File: config.mk
export PLATFORM = sky130hd
export DESIGN_NAME = count_monitor
export DESIGN_NICKNAME = d
export VERILOG_FILES = /design/src/rtl/count_mon_pkg.sv /design/src/rtl/sync_chain.sv /design/src/rtl/count_monitor.sv
export SDC_FILE = /design/constraint.sdc
export NUM_CORES = 1
export LEC_CHECK = 0
export ABC_AREA = 0
export CORE_MARGIN = 2
export CORE_UTILIZATION = 54
export DETAILED_ROUTE_END_ITERATION = 16
export PLACE_DENSITY = 0.83
export SETUP_SLACK_MARGIN = 0.1
export SYNTH_ARGS = -nofsm -noshare
export SYNTH_HDL_FRONTEND = slang
export SYNTH_SLANG_ARGS = --single-unit
File: constraint.sdc
create_clock -name clk -period 5.4 [get_ports clk]
set_input_delay 0.54 -clock clk [delete_from_list [all_inputs] [get_ports clk]]
set_output_delay 0.54 -clock clk [all_outputs]
set_load 0.01 [all_outputs]
File: src/rtl/count_mon_pkg.sv
`default_nettype none
// ============================================================================
//  Module      : count_mon_pkg
//  Description : Shared types and constants for the ripple-counter monitor:
//                interrupt handshake state encoding, wrap-counter ceiling
//                and a saturating increment helper.
//  Revision    : 1.0 - initial release
// ============================================================================
package count_mon_pkg;

    // Interrupt handshake states
    typedef enum logic [1:0] {
        IRQ_IDLE    = 2'd0,  // no interrupt outstanding
        IRQ_PEND    = 2'd1,  // irq asserted, waiting for acknowledge
        IRQ_RELEASE = 2'd2   // acknowledged, waiting for irq_ack to drop
    } irq_state_t;

    // Ceiling of the accepted-wrap counter
    localparam int unsigned WRAP_CNT_MAX = 255;

    // Increment that sticks at WRAP_CNT_MAX instead of rolling over
    function automatic logic [7:0] sat_inc(input logic [7:0] value);
        return (value == 8'(WRAP_CNT_MAX)) ? value : value + 8'd1;
    endfunction

endpackage : count_mon_pkg
`default_nettype wire

File: src/rtl/sync_chain.sv
`default_nettype none
// ============================================================================
//  Module      : sync_chain
//  Description : Single-bit multi-flop synchronizer with asynchronous
//                active-low reset. STAGES must be at least 2.
//  Revision    : 1.0 - initial release
// ============================================================================
module sync_chain #(
    parameter int STAGES = 2
) (
    input  logic clk,
    input  logic rst_n,
    input  logic d,
    output logic q
);

    logic [STAGES-1:0] r_chain;

    // Shift the asynchronous input through the flop chain, oldest bit on top
    always_ff @(posedge clk or negedge rst_n) begin
        if (!rst_n) begin
            r_chain <= '0;
        end else begin
            r_chain <= {r_chain[STAGES-2:0], d};
        end
    end

    assign q = r_chain[STAGES-1];

endmodule : sync_chain
`default_nettype wire

File: src/rtl/count_monitor.sv
`default_nettype none
// ============================================================================
//  Module      : count_monitor
//  Description : Samples an asynchronous ripple-counter value, accepts only
//                values that are stable for two synchronized samples, flags
//                wrap-arounds (with a saturating wrap counter) and raises a
//                level interrupt with acknowledge handshake when an accepted
//                value matches a threshold. Threshold hits that arrive while
//                an interrupt is outstanding set a sticky overrun flag.
//  Revision    : 1.0 - initial release
// ============================================================================
module count_monitor
    import count_mon_pkg::*;
#(
    parameter int WIDTH       = 4,
    parameter int SYNC_STAGES = 2
) (
    input  logic             clk,
    input  logic             rst_n,
    input  logic [WIDTH-1:0] cnt_in,
    input  logic             enable,
    input  logic [WIDTH-1:0] threshold,
    input  logic             irq_ack,
    output logic [WIDTH-1:0] cnt_sync,
    output logic             cnt_valid,
    output logic             wrap_pulse,
    output logic [7:0]       wrap_count,
    output logic             irq,
    output logic             overrun
);

    // ------------------------------------------------------------------
    // Synchronizer: one independent chain per counter bit. Bits may land
    // on different cycles; the stability filter below hides that skew.
    // ------------------------------------------------------------------
    logic [WIDTH-1:0] w_s_val;

    generate
        for (genvar i = 0; i < WIDTH; i++) begin : g_sync
            sync_chain #(
                .STAGES (SYNC_STAGES)
            ) u_sync_chain (
                .clk   (clk),
                .rst_n (rst_n),
                .d     (cnt_in[i]),
                .q     (w_s_val[i])
            );
        end
    endgenerate

    logic [WIDTH-1:0] r_s_prev;
    logic [WIDTH-1:0] r_cnt_sync;
    logic             r_cnt_valid;
    logic             r_wrap_pulse;
    logic [7:0]       r_wrap_count;
    logic             r_hit;
    logic             r_overrun;
    irq_state_t       r_state;
    irq_state_t       w_state_next;
    logic             w_overrun_set;

    logic w_stable;
    logic w_accept;
    logic w_is_wrap;
    logic w_is_hit;

    // Keep the previous synchronized sample for the stability test
    always_ff @(posedge clk or negedge rst_n) begin
        if (!rst_n) begin
            r_s_prev <= '0;
        end else begin
            r_s_prev <= w_s_val;
        end
    end

    assign w_stable  = (w_s_val == r_s_prev);
    assign w_accept  = enable && w_stable && (w_s_val != r_cnt_sync);
    assign w_is_wrap = (w_s_val < r_cnt_sync);
    assign w_is_hit  = (w_s_val == threshold);

    // Accept new stable values; wrap and hit pulses line up with cnt_valid
    always_ff @(posedge clk or negedge rst_n) begin
        if (!rst_n) begin
            r_cnt_sync   <= '0;
            r_cnt_valid  <= 1'b0;
            r_wrap_pulse <= 1'b0;
            r_wrap_count <= 8'd0;
            r_hit        <= 1'b0;
        end else begin
            r_cnt_valid  <= w_accept;
            r_wrap_pulse <= w_accept && w_is_wrap;
            r_hit        <= w_accept && w_is_hit;
            if (w_accept) begin
                r_cnt_sync <= w_s_val;
                if (w_is_wrap) begin
                    r_wrap_count <= sat_inc(r_wrap_count);
                end
            end
        end
    end

    // ------------------------------------------------------------------
    // Interrupt handshake. The hit pulse is registered with the accepted
    // value, so irq rises one cycle after cnt_sync shows the match.
    // ------------------------------------------------------------------

    // Interrupt state register
    always_ff @(posedge clk or negedge rst_n) begin
        if (!rst_n) begin
            r_state <= IRQ_IDLE;
        end else begin
            r_state <= w_state_next;
        end
    end

    // Next-state and overrun detection; hits outside IDLE are never queued
    always_comb begin
        w_state_next  = r_state;
        w_overrun_set = 1'b0;
        case (r_state)
            IRQ_IDLE: begin
                if (r_hit) begin
                    w_state_next = IRQ_PEND;
                end
            end
            IRQ_PEND: begin
                if (r_hit) begin
                    w_overrun_set = 1'b1;
                end
                if (irq_ack) begin
                    w_state_next = IRQ_RELEASE;
                end
            end
            IRQ_RELEASE: begin
                if (r_hit) begin
                    w_overrun_set = 1'b1;
                end
                if (!irq_ack) begin
                    w_state_next = IRQ_IDLE;
                end
            end
            default: begin
                w_state_next = IRQ_IDLE;
            end
        endcase
    end

    // Sticky overrun flag, cleared only by reset
    always_ff @(posedge clk or negedge rst_n) begin
        if (!rst_n) begin
            r_overrun <= 1'b0;
        end else if (w_overrun_set) begin
            r_overrun <= 1'b1;
        end
    end

    assign cnt_sync   = r_cnt_sync;
    assign cnt_valid  = r_cnt_valid;
    assign wrap_pulse = r_wrap_pulse;
    assign wrap_count = r_wrap_count;
    assign irq        = (r_state == IRQ_PEND);
    assign overrun    = r_overrun;

endmodule : count_monitor
`default_nettype wire

==> results of run 1 <==
## per-layer routing
layer  global-route usage (%)  up-vias  routed length [um]
met4                     7.50        0                  29
met1                     24.7      452                1080
met5                        0        -                   0
met2                     34.1       23                1250
met3                     9.02        4                 149
li1                         -      445                   -
## layout make-up
class,instances,area [um^2]
sequential,30,751
fill,183,688
multi-input combinational,70,599
timing repair buffer,28,278
clock buffer,6,51.3
inverter,10,37.5
tap,30,37.5
clock inverter,2,12.5
## cell usage in the layout, fill, tap and decap left out, types with 4 or more instances in the layout
cell type / n
sky130_fd_sc_hd__clkbuf_4: 5
sky130_fd_sc_hd__clkdlybuf4s50_1: 27
sky130_fd_sc_hd__dfrtp_1: 30
sky130_fd_sc_hd__ha_1: 10
sky130_fd_sc_hd__inv_1: 10
sky130_fd_sc_hd__mux2_4: 4
sky130_fd_sc_hd__nand2_1: 6
sky130_fd_sc_hd__nand3_1: 4
sky130_fd_sc_hd__nor2_1: 4
sky130_fd_sc_hd__nor3_1: 4
sky130_fd_sc_hd__xor2_1: 7
## sequential cells by signal, summed over array words and instances (netlist names)
register / flops
g_sync.u_sync_chain.r_chain: 8
wrap_count: 8
cnt_sync: 4
r_s_prev: 4
r_state: 2
overrun: 1
cnt_valid: 1
r_hit: 1
wrap_pulse: 1
## worst min path at each step
stage,startpoint,endpoint,depth (start not counted),slack [ns]
5_1_grt,g_sync[3].u_sync_chain.r_chain[0],g_sync[3].u_sync_chain.r_chain[1],0,0.37
3_5_place_dp,g_sync[1].u_sync_chain.r_chain[0],g_sync[1].u_sync_chain.r_chain[1],0,0.34
6_report,g_sync[3].u_sync_chain.r_chain[0],g_sync[3].u_sync_chain.r_chain[1],0,0.35
4_1_cts,g_sync[3].u_sync_chain.r_chain[0],g_sync[3].u_sync_chain.r_chain[1],0,0.36
3_3_place_gp,g_sync[0].u_sync_chain.r_chain[0],g_sync[0].u_sync_chain.r_chain[1],0,0.33
2_1_floorplan,rst_n,cnt_sync[0],0,0.24
## report_power, final
group / leakage [nW] / switching (mW) / internal, mW
sequential: 0.378 / 0.0315 / 0.257
clock: 0.0343 / 0.0795 / 0.0624
combinational: 0.412 / 0.0882 / 0.110
total: 0.824 / 0.199 / 0.429
## logic make-up (layout without fill, tap and decap cells)
| kind of cell | after synthesis | count (layout) | synth area share [%] |
|---|---|---|---|
| buffers and inverters | 10 | 46 | 2.71 |
| multiplexers | 10 | 10 | 9.11 |
| flip-flops | 30 | 30 | 54.1 |
| AO/OA/AOI/OAI | 6 | 6 | 2.70 |
| XOR/XNOR | 10 | 10 | 6.31 |
| adder cells (fa/ha/maj) | 10 | 10 | 9.02 |
| AND/OR/NAND/NOR | 34 | 34 | 16.1 |
==> impl_results.md, run 1 <==
- Layout cells sized above 1: 13.7%
- Share of the clock period used by the worst path: 39.1%
- Critical path depth in cells: 3
- Worst hold-check slack: 0.348 ns
- Pin count of the biggest net entering global routing: 31
- Total global routing overflow: 0
- Family with the most delay on the worst path: buffers and inverters
- Number of enable-type register cells in the synthesized netlist: 0
- Hpwl dp: 1890 um
- Clock latency of the later-clocked register in the worst-skew pair: 0.34 ns
- Slew HR: 55.0%
- Post-route cell area: 1770 um^2
- Critical Path RT: 4.86 ns
- Core outline area: 2450 um^2
- Proportion of netlist area held by the largest area contributor: 54.1%
- Element type at the critical path start: flip-flop
- Final estimated routing congestion in global placement: 0.840
- Clock transition at path regs: 0.10 ns
- Cell Area, Placed: 1700 um^2
- R2R setup slack: 3.30 ns
- Reg2Reg Capture Point: cnt_sync[3]
- Largest cells by area after synthesis: sky130_fd_sc_hd__dfrtp_1, sky130_fd_sc_hd__ha_1, sky130_fd_sc_hd__xor2_1
- Register-to-Register Path Depth: 4
- Chip Width: 54.7 um
- CTS resizes: 0
- Overall global routing resource usage: 21.0%
- Chip height: 54.7 um
- Total Wirelength: 2510 um
- Standard cell with the maximum stage delay on the critical path: sky130_fd_sc_hd__clkdlybuf4s50_1
- Most frequently used flop master after synthesis: sky130_fd_sc_hd__dfrtp_1
- Bufs and invs on worst path: 2
- Worst reg2reg path startpoint: g_sync[1].u_sync_chain.r_chain[1]
- Arrival time worst endpoint: 1.57 ns
- Number of pins exceeding their max-slew limit in the final report: 0
- I/O pin cnt: 28
- Library cell with the largest summed area after synthesis: sky130_fd_sc_hd__dfrtp_1
- Aggregate negative setup slack: 0 ns
- Run status: completed
- Fmax: 0.473 GHz
- Most instantiated cells after synthesis: sky130_fd_sc_hd__dfrtp_1, sky130_fd_sc_hd__ha_1, sky130_fd_sc_hd__inv_1
- Static power due to leakage: 0.824 nW
- Mean post-synth cell area: 12.6 um^2
- Pre-CTS setup slack: 3.05 ns
- Wire per inst: 14.3 um
- Drt first pass iters: 4
- Class of the worst hold path: flip-flop to flip-flop
- Cell area after technology mapping: 1390 um^2
- Global-route wire length before repair: 4140 um
- Initial cell density of the core: 56.5%
- Critical path class: flip-flop to primary output
- Area grow syn2layout: 27.3%
- Layout net count: 167
- CTS hold repair buffers: 0
- Initial DRC Count: 10
- Start point of the critical path: r_state[1]
- Distinct cells, synth: 28
- Critical-path maximum fanout: 4
- Synthesized instance count: 110
- Peak supply drop: 0.303 mV
- # DRC: 0
- Final setup violating endpoints: 0
- Sequential area share after synthesis: 54.1%
- CTS tree: done
- Buffers from clock root to sink, at most: 2
- Final instance count without filler cells: 176
- Final Critical Period: 2.11 ns
- Number of cells after detailed placement: 168
- CTS root buf: sky130_fd_sc_hd__clkbuf_4
- Power Total: 0.628 mW
- Buffers on Ports: 27
- Critical Path Sink: irq
- Net count of the mapped netlist: 132
- Setup crit end kind: primary output
- Max-cap violations: 0
- Setup repair after global routing missed its margin: false
- Fraction of the core area covered by cells at the end of the flow: 72.0%
- Detailed-route via count: 924
- Actual slew at the worst max-slew pin: 0.674 ns
- Antenna Nets Post-Route: 0
- Number of storage elements in the synthesis netlist: 30
- Total number of clock tree sinks: 30
- Total power divided by cell area: 356 nW/um^2
- Worst setup margin: 3.29 ns
- Proportion of synthesized flip-flops having asynchronous set or reset: 100%
- Sequence of cells on the critical path: inv_1, ha_1, clkdlybuf4s50_1
- Final-report hold violation count: 0
- Most common cell in the netlist: sky130_fd_sc_hd__dfrtp_1
- Number of synthesis warnings: 0
- Overall die area: 2990 um^2
- Antenna violations before repair: 0
- # diodes: 0
- Number of setup buffers added after CTS: 0
- Vias per cell: 5.25
- Vias in the first global route: 956
- Depth of the CTS H-tree: 2
- Total number of placement rows: 18
- Clock buffer count from CTS: 5
- Worst clock skew: 0.0135 ns
- Crit-path max cell delay: 0.53 ns
(Power assumes the default switching activity.)
==> inputs of run 2 (changes only) <==
- CORE_UTILIZATION: 54 -> 45
- PLACE_DENSITY: 0.83 -> 0.74
- clock period: 5.4 -> 1.7 ns (I/O delays scaled with it)
==> run 2 against run 1 <==
Net effect:
- the run now ends with negative setup slack left
- core utilization shrank 1.5 points
- worst setup slack got worse by 3.4 ns
- first-iteration DRC count rose to 3.1 times the previous value
- clock power grew to 5.3 times the previous value
- clock-buffer cell count stayed put
- sequential power rose to 3.1 times the previous value
- non-clock buffer count rose by 24
- critical path depth grew 3
- critical path type is now flip-flop to flip-flop
- critical endpoint is now wrap_count[1]
==> impl_results.md, run 2 (same netlist as run 1, synthesis figures left out) <==
- Run status: complete, but fails checks (was completed)
- Failing checks: negative setup slack
- CTS tree: done (unchanged)
- Reg2Reg Capture Point: wrap_count[1] (was cnt_sync[3])
- Total number of placement rows: 20 (was 18)
- Slew HR: 74.3% (was 55.0%)
- Total Wirelength: 2850 um (was 2510 um)
- Antenna violations before repair: 0 (unchanged)
- Initial DRC Count: 31 (was 10)
- Total global routing overflow: 0 (unchanged)
- Worst reg2reg path startpoint: cnt_sync[3] (was g_sync[1].u_sync_chain.r_chain[1])
- Buffers on Ports: 27 (unchanged)
- Vias per cell: 4.99 (was 5.25)
- Antenna Nets Post-Route: 0 (unchanged)
- Initial cell density of the core: 46.2% (was 56.5%)
- Power Total: 2.55 mW (was 0.628 mW)
- Depth of the CTS H-tree: 2 (unchanged)
- Bufs and invs on worst path: 1 (was 2)
- Total number of clock tree sinks: 30 (unchanged)
- Actual slew at the worst max-slew pin: 0.383 ns (was 0.674 ns)
- Overall die area: 3540 um^2 (was 2990 um^2)
- Fraction of power spent switching nets: 28.7% (was 31.7%)
- Worst clock skew: 0.0147 ns (was 0.0135 ns)
- Clock transition at path regs: 0.11 ns (was 0.10 ns)
- # DRC: 0 (unchanged)
- Post-route cell area: 2120 um^2 (was 1770 um^2)
- Vias in the first global route: 1145 (was 956)
- Critical Path RT: 1.92 ns (was 4.86 ns)
- Final setup violating endpoints: 12 (was 0)
- Register-to-Register Path Depth: 6 (was 4)
- Final instance count without filler cells: 203 (was 176)
- Critical-path maximum fanout: 6 (was 4)
- NetSw: 0.733 mW (was 0.199 mW)
- Fmax: 0.539 GHz
- Aggregate negative setup slack: -1.07 ns (was 0 ns)
- Static power due to leakage: 1.00 nW (was 0.824 nW)
- Class of the worst hold path: primary input to async pin (was flip-flop to flip-flop)
- Share of the clock period used by the worst path: 109%
- Pre-CTS setup slack: -0.232 ns (was 3.05 ns)
- R2R setup slack: -0.15 ns (was 3.30 ns)
- Drt first pass iters: 4 (unchanged)
- # diodes: 0 (unchanged)
- Leading cell type in the layout, fill and taps excluded: sky130_fd_sc_hd__dfrtp_1 (unchanged)
- Setup crit end kind: flip-flop (was primary output)
- Clock buffer count from CTS: 5 (unchanged)
- Fillers: 221 (was 183)
- Chip height: 59.5 um (was 54.7 um)
- Crit-path max cell delay: 0.40 ns (was 0.53 ns)
- Wire per inst: 14.0 um (was 14.3 um)
- Leading cell types in the layout, fill and taps excluded: sky130_fd_sc_hd__dfrtp_1, sky130_fd_sc_hd__buf_4, sky130_fd_sc_hd__clkdlybuf4s50_1 (was sky130_fd_sc_hd__dfrtp_1, sky130_fd_sc_hd__clkdlybuf4s50_1, sky130_fd_sc_hd__inv_1, sky130_fd_sc_hd__ha_1, sky130_fd_sc_hd__xor2_1)
- Detailed-route via count: 1013 (was 924)
- Worst hold-check slack: 0.203 ns (was 0.348 ns)
- Total power divided by cell area: 1210 nW/um^2 (was 356 nW/um^2)
- Peak supply drop: 0.751 mV (was 0.303 mV)
- Combinational share of power: 35.6% (was 31.5%)
- CTS hold repair buffers: 0 (unchanged)
- Layout cells sized above 1: 34.7% (was 13.7%)
- Fraction of the core area covered by cells at the end of the flow: 70.5% (was 72.0%)
- Critical path class: flip-flop to flip-flop (was flip-flop to primary output)
- Clock latency of the later-clocked register in the worst-skew pair: 0.34 ns (about the same)
- Number of cells after detailed placement: 193 (was 168)
- Clock share of power: 29.5% (was 22.6%)
- Area of the multi-input gates: 712 um^2 (was 599 um^2)
- Final estimated routing congestion in global placement: 0.802 (was 0.840)
- Final Critical Period: 1.85 ns
- Element type at the critical path start: flip-flop (unchanged)
- Number of pins exceeding their max-slew limit in the final report: 0 (unchanged)
- Share of power burned in registers: 34.9% (was 45.9%)
- I/O pin cnt: 28 (unchanged)
- Chip Width: 59.5 um (was 54.7 um)
- Setup repair after global routing missed its margin: true (was false)
- CTS root buf: sky130_fd_sc_hd__clkbuf_4 (unchanged)
- Worst setup margin: -0.155 ns (was 3.29 ns)
- Max-cap violations: 0 (unchanged)
- Reg area: 752 um^2 (was 751 um^2)
- Hpwl dp: 1990 um (was 1890 um)
- Arrival time worst endpoint: 2.07 ns (was 1.57 ns)
- Sequence of cells on the critical path: inv_2, ha_2, nand4_1, nand4_4, nor3b_4, mux2_4 (was inv_1, ha_1, clkdlybuf4s50_1)
- Global-route wire length before repair: 4770 um (was 4140 um)
- Standard cell with the maximum stage delay on the critical path: sky130_fd_sc_hd__dfrtp_1 (was sky130_fd_sc_hd__clkdlybuf4s50_1)
- Final-report hold violation count: 0 (unchanged)
- Core outline area: 3000 um^2 (was 2450 um^2)
- Area grow syn2layout: 52.5% (was 27.3%)
- Cell Area, Placed: 1890 um^2 (was 1700 um^2)
- Family with the most delay on the worst path: simple AND/OR/NAND/NOR gates (was buffers and inverters)
- Internal portion of total power: 1.82 mW (was 0.429 mW)
- Pin count of the biggest net entering global routing: 31 (unchanged)
- Overall global routing resource usage: 18.2% (was 21.0%)
- Layout net count: 191 (was 167)
- Buffers from clock root to sink, at most: 2 (unchanged)
run 2: cell types whose count changed in the layout (fill, tap and decap cells not counted), moves of 2 or more:
cell	change
sky130_fd_sc_hd__ha_4	+2
sky130_fd_sc_hd__ha_1	-3
sky130_fd_sc_hd__nor3_2	+3
sky130_fd_sc_hd__nor3_1	-3
sky130_fd_sc_hd__mux2_1	-2
sky130_fd_sc_hd__dlymetal6s2s_1	+2
sky130_fd_sc_hd__inv_1	-2
sky130_fd_sc_hd__bufinv_16	+2
sky130_fd_sc_hd__mux2_4	+2
sky130_fd_sc_hd__buf_4	+24
sky130_fd_sc_hd__clkdlybuf4s50_1	-3
sky130_fd_sc_hd__inv_2	+2
run 2: what timing repair did:
| item | 4_1_cts | 5_1_grt |
|---|---|---|
| pin swaps | 4 | 2 |
| buffers inserted | 2 | 0 |
| resized for setup | 10 | 11 |
| setup endpoints to repair | 15 | 16 |
run 2: worst register-to-register path: cells and delay by family, from the launching register on:
| family | cells | cell delay (ns) |
|---|---|---|
| multiplexers | 1 | 0.32 |
| buffers and inverters | 1 | 0.06 |
| flip-flops | 1 | 0.40 |
| adder cells (fa/ha/maj) | 1 | 0.28 |
| AND/OR/NAND/NOR | 3 | 0.69 |
run 2: worst max path at each step:
| stage | start | to | slack [ns] | cells past startpoint |
|---|---|---|---|---|
| 6_report | cnt_sync[3] | wrap_count[1] | -0.15 | 6 |
| 2_1_floorplan | cnt_sync[3] | wrap_count[1] | -0.14 | 7 |
| 5_1_grt | cnt_sync[3] | wrap_count[4] | -0.23 | 6 |
| 4_1_cts | cnt_sync[3] | wrap_count[4] | -0.13 | 7 |
| 3_5_place_dp | enable | wrap_count[1] | -0.23 | 6 |
| 3_3_place_gp | enable | wrap_count[1] | -0.17 | 6 |
run 2: power by group through the flow:
stage                     clock [mW]  sequential [mW]  combinational, mW
final                          0.752            0.889              0.909
after global placement             0            0.892              0.782
after CTS                      0.774            0.886              0.864
after global routing           0.801            0.906              0.997
after detailed placement           0            0.899              0.821
after floorplan                    0            0.939              0.354
run 2: area by class of cell:
class | instances | area share, %
tap | 33 | 1.95
clock buffer | 6 | 2.42
timing repair buffer | 52 | 21.8
clock inverter | 2 | 2.84
multi-input combinational | 70 | 33.6
inverter | 10 | 1.77
sequential | 30 | 35.5
run 2: per-layer routing:
layer  part of all wire (%)  wire (um)  GRT usage [%]
met4                    1.3         37           6.03
met3                    3.7        106           5.90
met1                     46       1300           22.4
met5                      0          0              0
met2                     49       1400           30.1
